$ cat config.mk
export PLATFORM = sky130hd
export DESIGN_NAME = packet_receiver
export DESIGN_NICKNAME = d
export VERILOG_FILES = /design/src/rtl/packet_receiver_pkg.sv /design/src/rtl/pkt_crc_xor.sv /design/src/rtl/packet_receiver.sv
export SDC_FILE = /design/constraint.sdc
export NUM_CORES = 1
export LEC_CHECK = 0
export ABC_AREA = 1
export CORE_MARGIN = 1
export CORE_UTILIZATION = 40
export CTS_BUF_LIST = sky130_fd_sc_hd__clkbuf_8
export DETAILED_ROUTE_END_ITERATION = 10
export PLACE_DENSITY = 0.67
export SETUP_SLACK_MARGIN = 0.02
export SLEW_MARGIN = 20
export SYNTH_ARGS = -nofsm -noshare
export SYNTH_HDL_FRONTEND = slang
export SYNTH_SLANG_ARGS = --single-unit
$ cat constraint.sdc
create_clock -name clk -period 2.24 [get_ports clk]
set_input_delay 0.224 -clock clk [delete_from_list [all_inputs] [get_ports clk]]
set_output_delay 0.224 -clock clk [all_outputs]
set_load 0.005 [all_outputs]
$ cat src/rtl/packet_receiver_pkg.sv
// Shared slot layout and receiver state encodings for the packet link.
// The buffer-draining sender uses the same field offsets.
package packet_receiver_pkg;

  localparam int OFF_SRC_ID = 0;
  localparam int OFF_DST_ID = 1;
  localparam int OFF_SIZE   = 2;
  localparam int OFF_DATA   = 3;
  localparam int SIZE_BITS  = 3;

  typedef enum logic [2:0] {
    ST_IDLE    = 3'd0,
    ST_DST     = 3'd1,
    ST_SIZE    = 3'd2,
    ST_DATA    = 3'd3,
    ST_CRC     = 3'd4,
    ST_DISCARD = 3'd5
  } rx_state_t;

endpackage

$ cat src/rtl/pkt_crc_xor.sv
// XOR checksum accumulator: clear, seed with first byte, or fold in a byte; 1-cycle update.
// No backpressure; clear wins over seed, seed wins over accumulate.
module pkt_crc_xor #(
  parameter int UWIDTH = 8
) (
  input  logic              clk,
  input  logic              rst,
  input  logic              clr,
  input  logic              seed,
  input  logic              acc,
  input  logic [UWIDTH-1:0] din,
  output logic [UWIDTH-1:0] crc
);

  logic [UWIDTH-1:0] crc_q;

  always_ff @(posedge clk or negedge rst) begin
    if (!rst) begin
      crc_q <= '0;
    end else if (clr) begin
      crc_q <= '0;
    end else if (seed) begin
      crc_q <= din;
    end else if (acc) begin
      crc_q <= crc_q ^ din;
    end
  end

  assign crc = crc_q;

endmodule

$ cat src/rtl/packet_receiver.sv
// Byte-serial packet receiver: writes fields into the current buffer slot, commits good packets; 1-cycle registered outputs.
// No backpressure on the link; a full buffer at SRC causes the whole packet to be discarded.
module packet_receiver
  import packet_receiver_pkg::*;
#(
  parameter int UWIDTH    = 8,
  parameter int PTR_IN_SZ = 4
) (
  input  logic                 clk,
  input  logic                 rst,
  input  logic                 packet_valid,
  input  logic [UWIDTH-1:0]    packet_in,
  input  logic                 wfull,
  output logic                 wen,
  output logic [PTR_IN_SZ-1:0] waddr_in,
  output logic [UWIDTH-1:0]    wdata,
  output logic                 winc,
  output logic                 crc_err,
  output logic                 pkt_drop
);

  rx_state_t              state_q, state_n;
  logic [SIZE_BITS-1:0]   cnt_q, cnt_n;
  logic [PTR_IN_SZ-1:0]   off_q, off_n;
  logic                   prev_vld_q;

  logic                   wen_n, winc_n, crc_err_n, pkt_drop_n;
  logic [PTR_IN_SZ-1:0]   waddr_n;
  logic [UWIDTH-1:0]      wdata_n;

  logic                   crc_clr, crc_seed, crc_acc;
  logic [UWIDTH-1:0]      crc_val;
  logic [SIZE_BITS-1:0]   size_field;

  assign size_field = packet_in[SIZE_BITS-1:0];

  pkt_crc_xor #(.UWIDTH(UWIDTH)) u_crc (
    .clk  (clk),
    .rst  (rst),
    .clr  (crc_clr),
    .seed (crc_seed),
    .acc  (crc_acc),
    .din  (packet_in),
    .crc  (crc_val)
  );

  always_comb begin
    state_n    = state_q;
    cnt_n      = cnt_q;
    off_n      = off_q;
    wen_n      = 1'b0;
    waddr_n    = waddr_in;
    wdata_n    = wdata;
    winc_n     = 1'b0;
    crc_err_n  = 1'b0;
    pkt_drop_n = 1'b0;
    crc_clr    = 1'b0;
    crc_seed   = 1'b0;
    crc_acc    = 1'b0;

    case (state_q)
      ST_IDLE: begin
        if (packet_valid) begin
          // A byte with no idle gap before it is trailing junk of the previous packet.
          if (prev_vld_q || wfull) begin
            pkt_drop_n = 1'b1;
            state_n    = ST_DISCARD;
          end else begin
            wen_n    = 1'b1;
            waddr_n  = PTR_IN_SZ'(OFF_SRC_ID);
            wdata_n  = packet_in;
            crc_seed = 1'b1;
            state_n  = ST_DST;
          end
        end
      end

      ST_DST: begin
        if (!packet_valid) begin
          pkt_drop_n = 1'b1;
          crc_clr    = 1'b1;
          state_n    = ST_IDLE;
        end else begin
          wen_n   = 1'b1;
          waddr_n = PTR_IN_SZ'(OFF_DST_ID);
          wdata_n = packet_in;
          crc_acc = 1'b1;
          state_n = ST_SIZE;
        end
      end

      ST_SIZE: begin
        if (!packet_valid) begin
          pkt_drop_n = 1'b1;
          crc_clr    = 1'b1;
          state_n    = ST_IDLE;
        end else if (size_field == '0) begin
          pkt_drop_n = 1'b1;
          crc_clr    = 1'b1;
          state_n    = ST_DISCARD;
        end else begin
          wen_n   = 1'b1;
          waddr_n = PTR_IN_SZ'(OFF_SIZE);
          wdata_n = packet_in;
          crc_acc = 1'b1;
          cnt_n   = size_field;
          off_n   = PTR_IN_SZ'(OFF_DATA);
          state_n = ST_DATA;
        end
      end

      ST_DATA: begin
        if (!packet_valid) begin
          pkt_drop_n = 1'b1;
          crc_clr    = 1'b1;
          state_n    = ST_IDLE;
        end else begin
          wen_n   = 1'b1;
          waddr_n = off_q;
          wdata_n = packet_in;
          crc_acc = 1'b1;
          off_n   = off_q + PTR_IN_SZ'(1);
          cnt_n   = cnt_q - SIZE_BITS'(1);
          if (cnt_q == SIZE_BITS'(1)) begin
            state_n = ST_CRC;
          end
        end
      end

      ST_CRC: begin
        if (!packet_valid) begin
          pkt_drop_n = 1'b1;
          state_n    = ST_IDLE;
        end else begin
          wen_n   = 1'b1;
          waddr_n = off_q;
          wdata_n = packet_in;
          // Running XOR already covers SRC..last DATA, so compare before folding.
          if (packet_in == crc_val) begin
            winc_n = 1'b1;
          end else begin
            crc_err_n = 1'b1;
          end
          state_n = ST_IDLE;
        end
        crc_clr = 1'b1;
      end

      ST_DISCARD: begin
        if (!packet_valid) begin
          state_n = ST_IDLE;
        end
      end

      default: begin
        state_n = ST_IDLE;
      end
    endcase
  end

  always_ff @(posedge clk or negedge rst) begin
    if (!rst) begin
      state_q    <= ST_IDLE;
      cnt_q      <= '0;
      off_q      <= '0;
      prev_vld_q <= 1'b0;
      wen        <= 1'b0;
      waddr_in   <= '0;
      wdata      <= '0;
      winc       <= 1'b0;
      crc_err    <= 1'b0;
      pkt_drop   <= 1'b0;
    end else begin
      state_q    <= state_n;
      cnt_q      <= cnt_n;
      off_q      <= off_n;
      prev_vld_q <= packet_valid;
      wen        <= wen_n;
      waddr_in   <= waddr_n;
      wdata      <= wdata_n;
      winc       <= winc_n;
      crc_err    <= crc_err_n;
      pkt_drop   <= pkt_drop_n;
    end
  end

endmodule

# Yosys cells after proc, flatten, opt, wreduce, memory -nomap -nowiden
# Cells that the tools add are included.
[op_classes] addsub=2 n_mul=0 div_mod_pow=0 order_cmp=0 eq_ne=17 shift=0 n_mux=54 n_bitwise=1 reduce_logical=14
[op_table] op="2-to-1 mux 8 bit" count=8
[op_table] op="2-to-1 mux 4 bit" count=9
[op_table] op="2-to-1 mux 3 bit" count=10
[op_table] op="case mux 8 bit (3 select lines)" count=1
[op_table] op="2-to-1 mux 1 bit" count=17
[op_table] op="case mux 4 bit (4 select lines)" count=1
[op_table] op="case mux 3 bit (5 select lines)" count=1
[op_table] op="inequality test 2 bit (second input constant)" count=7
[op_table] op="case mux 1 bit (3 select lines)" count=3
[op_table] op="equality test 8 bit" count=1
[op_table] op="case mux 4 bit (2 select lines)" count=1
[op_table] op="bitwise XOR 8 bit" count=1
[op_table] op="AND reduction 7 bit" count=1
[op_table] op="equality test 3 x 1 -> 1 bit (second input constant)" count=2
[op_table] op="equality test 3 x 2 -> 1 bit (second input constant)" count=2
[op_table] op="equality test 3 bit (second input constant)" count=2
[op_table] op="logical NOT 3 bit" count=2
[op_table] op="case mux 3 bit (2 select lines)" count=1
[op_table] op="AND reduction 6 bit" count=1
[op_table] op="nonzero test 3 bit" count=2
[op_table] op="adder 4 x 1 -> 4 bit (second input constant)" count=1
[op_table] op="inequality test 2 x 1 -> 1 bit (second input constant)" count=2
[op_table] op="AND reduction 4 bit" count=1
[op_table] op="nonzero test 4 bit" count=1
[op_table] op="other kinds (9)" count=10
[totals] register_bits=35 latchBits=0 ramBits=0 rom_bits=0 input_bits=12 word_cells=99 n_memories=0

# Longest topological paths before layout
[logic_depth] ltp_word=7 depth_mapped=11

# Hierarchy
# Synthesis repeated with hierarchy kept, for this count alone.
[hier_totals] cells_unflattened=303 area_unflattened_um2=2102.0
[by_module_without_submodules] module="packet_receiver" n_inst=1 cells_per_inst=234 area_per_inst_um2=1632.8 seq_area_each_um2=675.6
[by_module_without_submodules] module="pkt_crc_xor" n_inst=1 cells_per_inst=69 area_per_inst_um2=469.2 seq_area_each_um2=200.2

# Worst setup path before layout
# Ideal clock, no wire load.
[synth_path] path_type="flip-flop to flip-flop" start="reg state_q[1]" end="reg waddr_in[1]" setup_time_ns=0.121 t_arrival_ns=1.164 t_required_ns=2.119 setup_slack_ns=0.955 stages_incl_launch_ff=11 n_path_buf=2 synth_period_minus_slack_ns=1.285 cell_sequence="dfrtp_1 buf_6 inv_8 nand2_8 nor2_8 nand2_4 nand2_4 inv_4 nand2_8 buf_12 o21ai_2"
[synth_via] elab_chain_cells=4
[synth_rtl] element="from (decl)" line_no="packet_receiver.sv:22" rtl="rx_state_t state_q, state_n;"
[synth_rtl] element="from (signal assigned)" line_no="packet_receiver.sv:174" rtl="state_q <= state_n;"
[synth_rtl] element="equality test 3 bit / equality test 3 x 2 -> 1 bit (equally long branches)" line_no="packet_receiver.sv:61" rtl="case (state_q)"
[synth_rtl] element="OR reduction 2 bit (no line)"
[synth_rtl] element="inequality test 2 x 1 -> 1 bit (no line) / nonzero test 4 bit (equally long branches)"
[synth_rtl] element="AND reduction 7 bit (no line)"
[synth_rtl] element="to (signal assigned)" line_no="packet_receiver.sv:179" rtl="waddr_in <= waddr_n;"
[synth_rtl] element="to (decl)" line_no="packet_receiver.sv:15" rtl="output logic [PTR_IN_SZ-1:0] waddr_in,"
# Parallel ways exist; a longest one is shown, timed or not.
# A chain may end at the register's enable or synchronous reset.

# Worst setup path after layout
[layout_path] start="reg state_q[2]" end="reg waddr_in[1]"
# Same word-level chain as after synthesis.

==> flow_summary.json <==
{
  "ios": 28,
  "drt-total-wl_mm": 4.21,
  "area_delta_synth_final_pct": 18.7,
  "cp.arrival_ns": 1.79,
  "maxSlewHeadroom": 0.681,
  "layout-drive-gt1-share": 0.206,
  "portBuffers": 27,
  "cts_tree": "yes",
  "nets": 281,
  "tightest_slew_ns": 0.478,
  "critPathLaunchType": "flop",
  "critPathRequiredTime_ns": 2.41,
  "cts_root_buf": "clkbuf_8",
  "place.gp.congestion": 0.813,
  "antenna_found_initial": 0,
  "synth_top_family_by_area": "simple AND/OR/NAND/NOR gates",
  "synth.avg_cell_area_um2": 8.87,
  "final-setup-viol-count": 0,
  "hold_path_class": "in -> async",
  "die-area_um2": 5550,
  "p_per_area_nw_per_um2": 1260,
  "cts.repair.resized": 0,
  "post_cts_buffers": 0,
  "synth_cell_types": 32,
  "hold_slack_ns": 0.335,
  "grt_util_all_layers": 0.171,
  "p_total_w": 0.00315,
  "hpwl_mm": 3.09,
  "maxSlewViolCount": 0,
  "synth_compound_area_frac": 0.104,
  "synth_cells": 237,
  "row_count": 26,
  "grt_max_degree": 36,
  "die_h_um": 74.5,
  "nFillCells": 485,
  "synth_edf_count": 0,
  "ir_drop_uv": 487,
  "timing.final.crit_period_ns": 1.61,
  "start_util": 0.414,
  "first_pass_iters": 4,
  "die_x_um": 74.5,
  "finClkSkew_ns": 0.0104,
  "diodes": 0,
  "h-tree-depth": 2,
  "crit_fanout": 8,
  "path_clk_slew_ns": 0.08,
  "synth_ff_type": "dfrtp_1",
  "grt_pass1_vias": 1511,
  "final_cell_mix": "61 x nand2_1, 35 x dfrtp_1, 27 x clkdlybuf4s50_1",
  "end_kind": "flop",
  "core_area_um2": 5070,
  "rsz0062_at_grt": "false",
  "max_cap_violations": 0,
  "antenna_left": 0,
  "detail_route.vias_per_cell": 4.71,
  "synth_xor_area_frac": 0.0417,
  "wl_per_cell_um": 12.5,
  "hold_buffers": 0,
  "yosys.area_share.simple": 0.322,
  "vias": 1586,
  "synth_fa_ha_area_frac": 0.0179,
  "finalHoldViolations": 0,
  "numCtsBuffers": 5,
  "yosys_register_bits": 35,
  "clock_latency_ns": 0.29,
  "status": "complete, no violations",
  "fmax_ghz": 0.620,
  "yosysSeqAreaShare": 0.417,
  "tns_ns": 0,
  "yosys_warnings": 0,
  "drt_iter0_drc": 80,
  "grt_pass1_wl_mm": 7.12,
  "critPathKind": "reg -> reg",
  "drc": 0,
  "layout.cells.most_common": "nand2_1",
  "cts_num_sinks": 35,
  "leakage_nw": 1.22,
  "synth_nets": 252,
  "synth.area.mux_share": 0,
  "grt_overflow": 0,
  "syn_area_um2": 2100,
  "ctsLongestPathBuffers": 2,
  "min_period_over_period": 0.721,
  "synthArstFlopShare": 1.00
}
==> worst max-delay path: stages (launching register included) <==
cell and delay, ns:
dfrtp_1 0.61, inv_4 0.13, nand3_1 0.28, nand2_1 0.17, a21oi_1 0.23, o21ai_2 0.08
==> metal layers <==
metal  GRT usage  up-vias  part of all wire
met1       0.240      724              0.49
met4      0.0461        0             0.010
met5           0        -                 0
li1            -      815                 -
met2       0.263       42              0.46
met3      0.0393        5             0.046
==> cell type report <==
class	count	area, um^2	share of cell area
flip-flops and latches	35	876	0.351
inverters	23	114	0.0456
clock buffers	5	68.8	0.0276
repair buffers	29	285	0.114
multi-input cells	172	1020	0.409
well taps	70	87.6	0.0351
clock inverters	3	43.8	0.0176
==> metrics by stage <==
step	cell area [um^2]	utilization	setup slack, ns	cells
floorplan	2100	-	0.955	237
global placement	2380	0.469	0.533	329
detailed placement	2380	0.469	0.500	329
CTS	2490	0.492	0.646	337
global route	2490	0.492	0.503	337
finish	2490	0.492	0.626	337
==> sequential cells by signal, indices dropped and copies added (netlist names) <==
signal      count
cnt_q           3
crc_err         1
off_q           4
pkt_drop        1
prev_vld_q      1
state_q         3
u_crc.crc       8
waddr_in        4
wdata           8
wen             1
winc            1
==> path summary, 6_finish.rpt <==
check                                   startpoint                       end  slack (ns)  depth (start not counted)
setup / recovery            state_q[2]$_DFFE_PN0P_   waddr_in[1]$_DFFE_PN0P_        0.63                          5
hold / removal                                 rst      wdata[5]$_DFFE_PN0P_        0.34                          2
setup reg to reg            state_q[2]$_DFFE_PN0P_   waddr_in[1]$_DFFE_PN0P_        0.63                          5
hold reg to reg            waddr_in[1]$_DFFE_PN0P_   waddr_in[1]$_DFFE_PN0P_        0.49                          2
max in group asynchronous                      rst  u_crc.crc[1]$_DFFE_PN0P_        1.57                          2
min in group clk           waddr_in[1]$_DFFE_PN0P_   waddr_in[1]$_DFFE_PN0P_        0.49                          2
==> power by group <==
part	internal (W)	switching, W	total [W]
Clock	0.000331	0.000239	0.000570
Combinational	0.000637	0.000835	0.00147
Sequential	0.000863	0.000247	0.00111
==> cells in the mapped netlist, types with 2 or more instances <==
cell type / n / area share
dfrtp_1: 35 / 0.42
nor2_2: 2 / 0.0060
ha_1: 3 / 0.018
nor2_4: 3 / 0.016
buf_12: 2 / 0.019
nor2_8: 2 / 0.019
nand2_2: 11 / 0.033
xor2_1: 6 / 0.025
inv_4: 3 / 0.0089
nand4_1: 2 / 0.0060
o21ai_2: 10 / 0.042
xnor2_1: 4 / 0.017
nand3_2: 2 / 0.0095
nand3_1: 12 / 0.029
nor3_1: 2 / 0.0048
buf_6: 4 / 0.021
o21ai_1: 8 / 0.019
nand2_8: 2 / 0.019
nor2_1: 17 / 0.030
o211ai_1: 2 / 0.0071
a21oi_1: 7 / 0.017
o21ai_0: 8 / 0.019
inv_1: 17 / 0.030
nand2_4: 5 / 0.027
nand2_1: 61 / 0.11
==> cells by family (layout without fill, tap and decap cells) <==
| kind of cell | count (synthesis) | in the layout |
|---|---|---|
| simple gates | 124 | 124 |
| xor+xnor | 10 | 10 |
| fa+ha+maj | 3 | 3 |
| buf+inv | 30 | 60 |
| compound gates | 35 | 35 |
| flops | 35 | 35 |
Note: power is estimated with default switching activity, not from simulation.
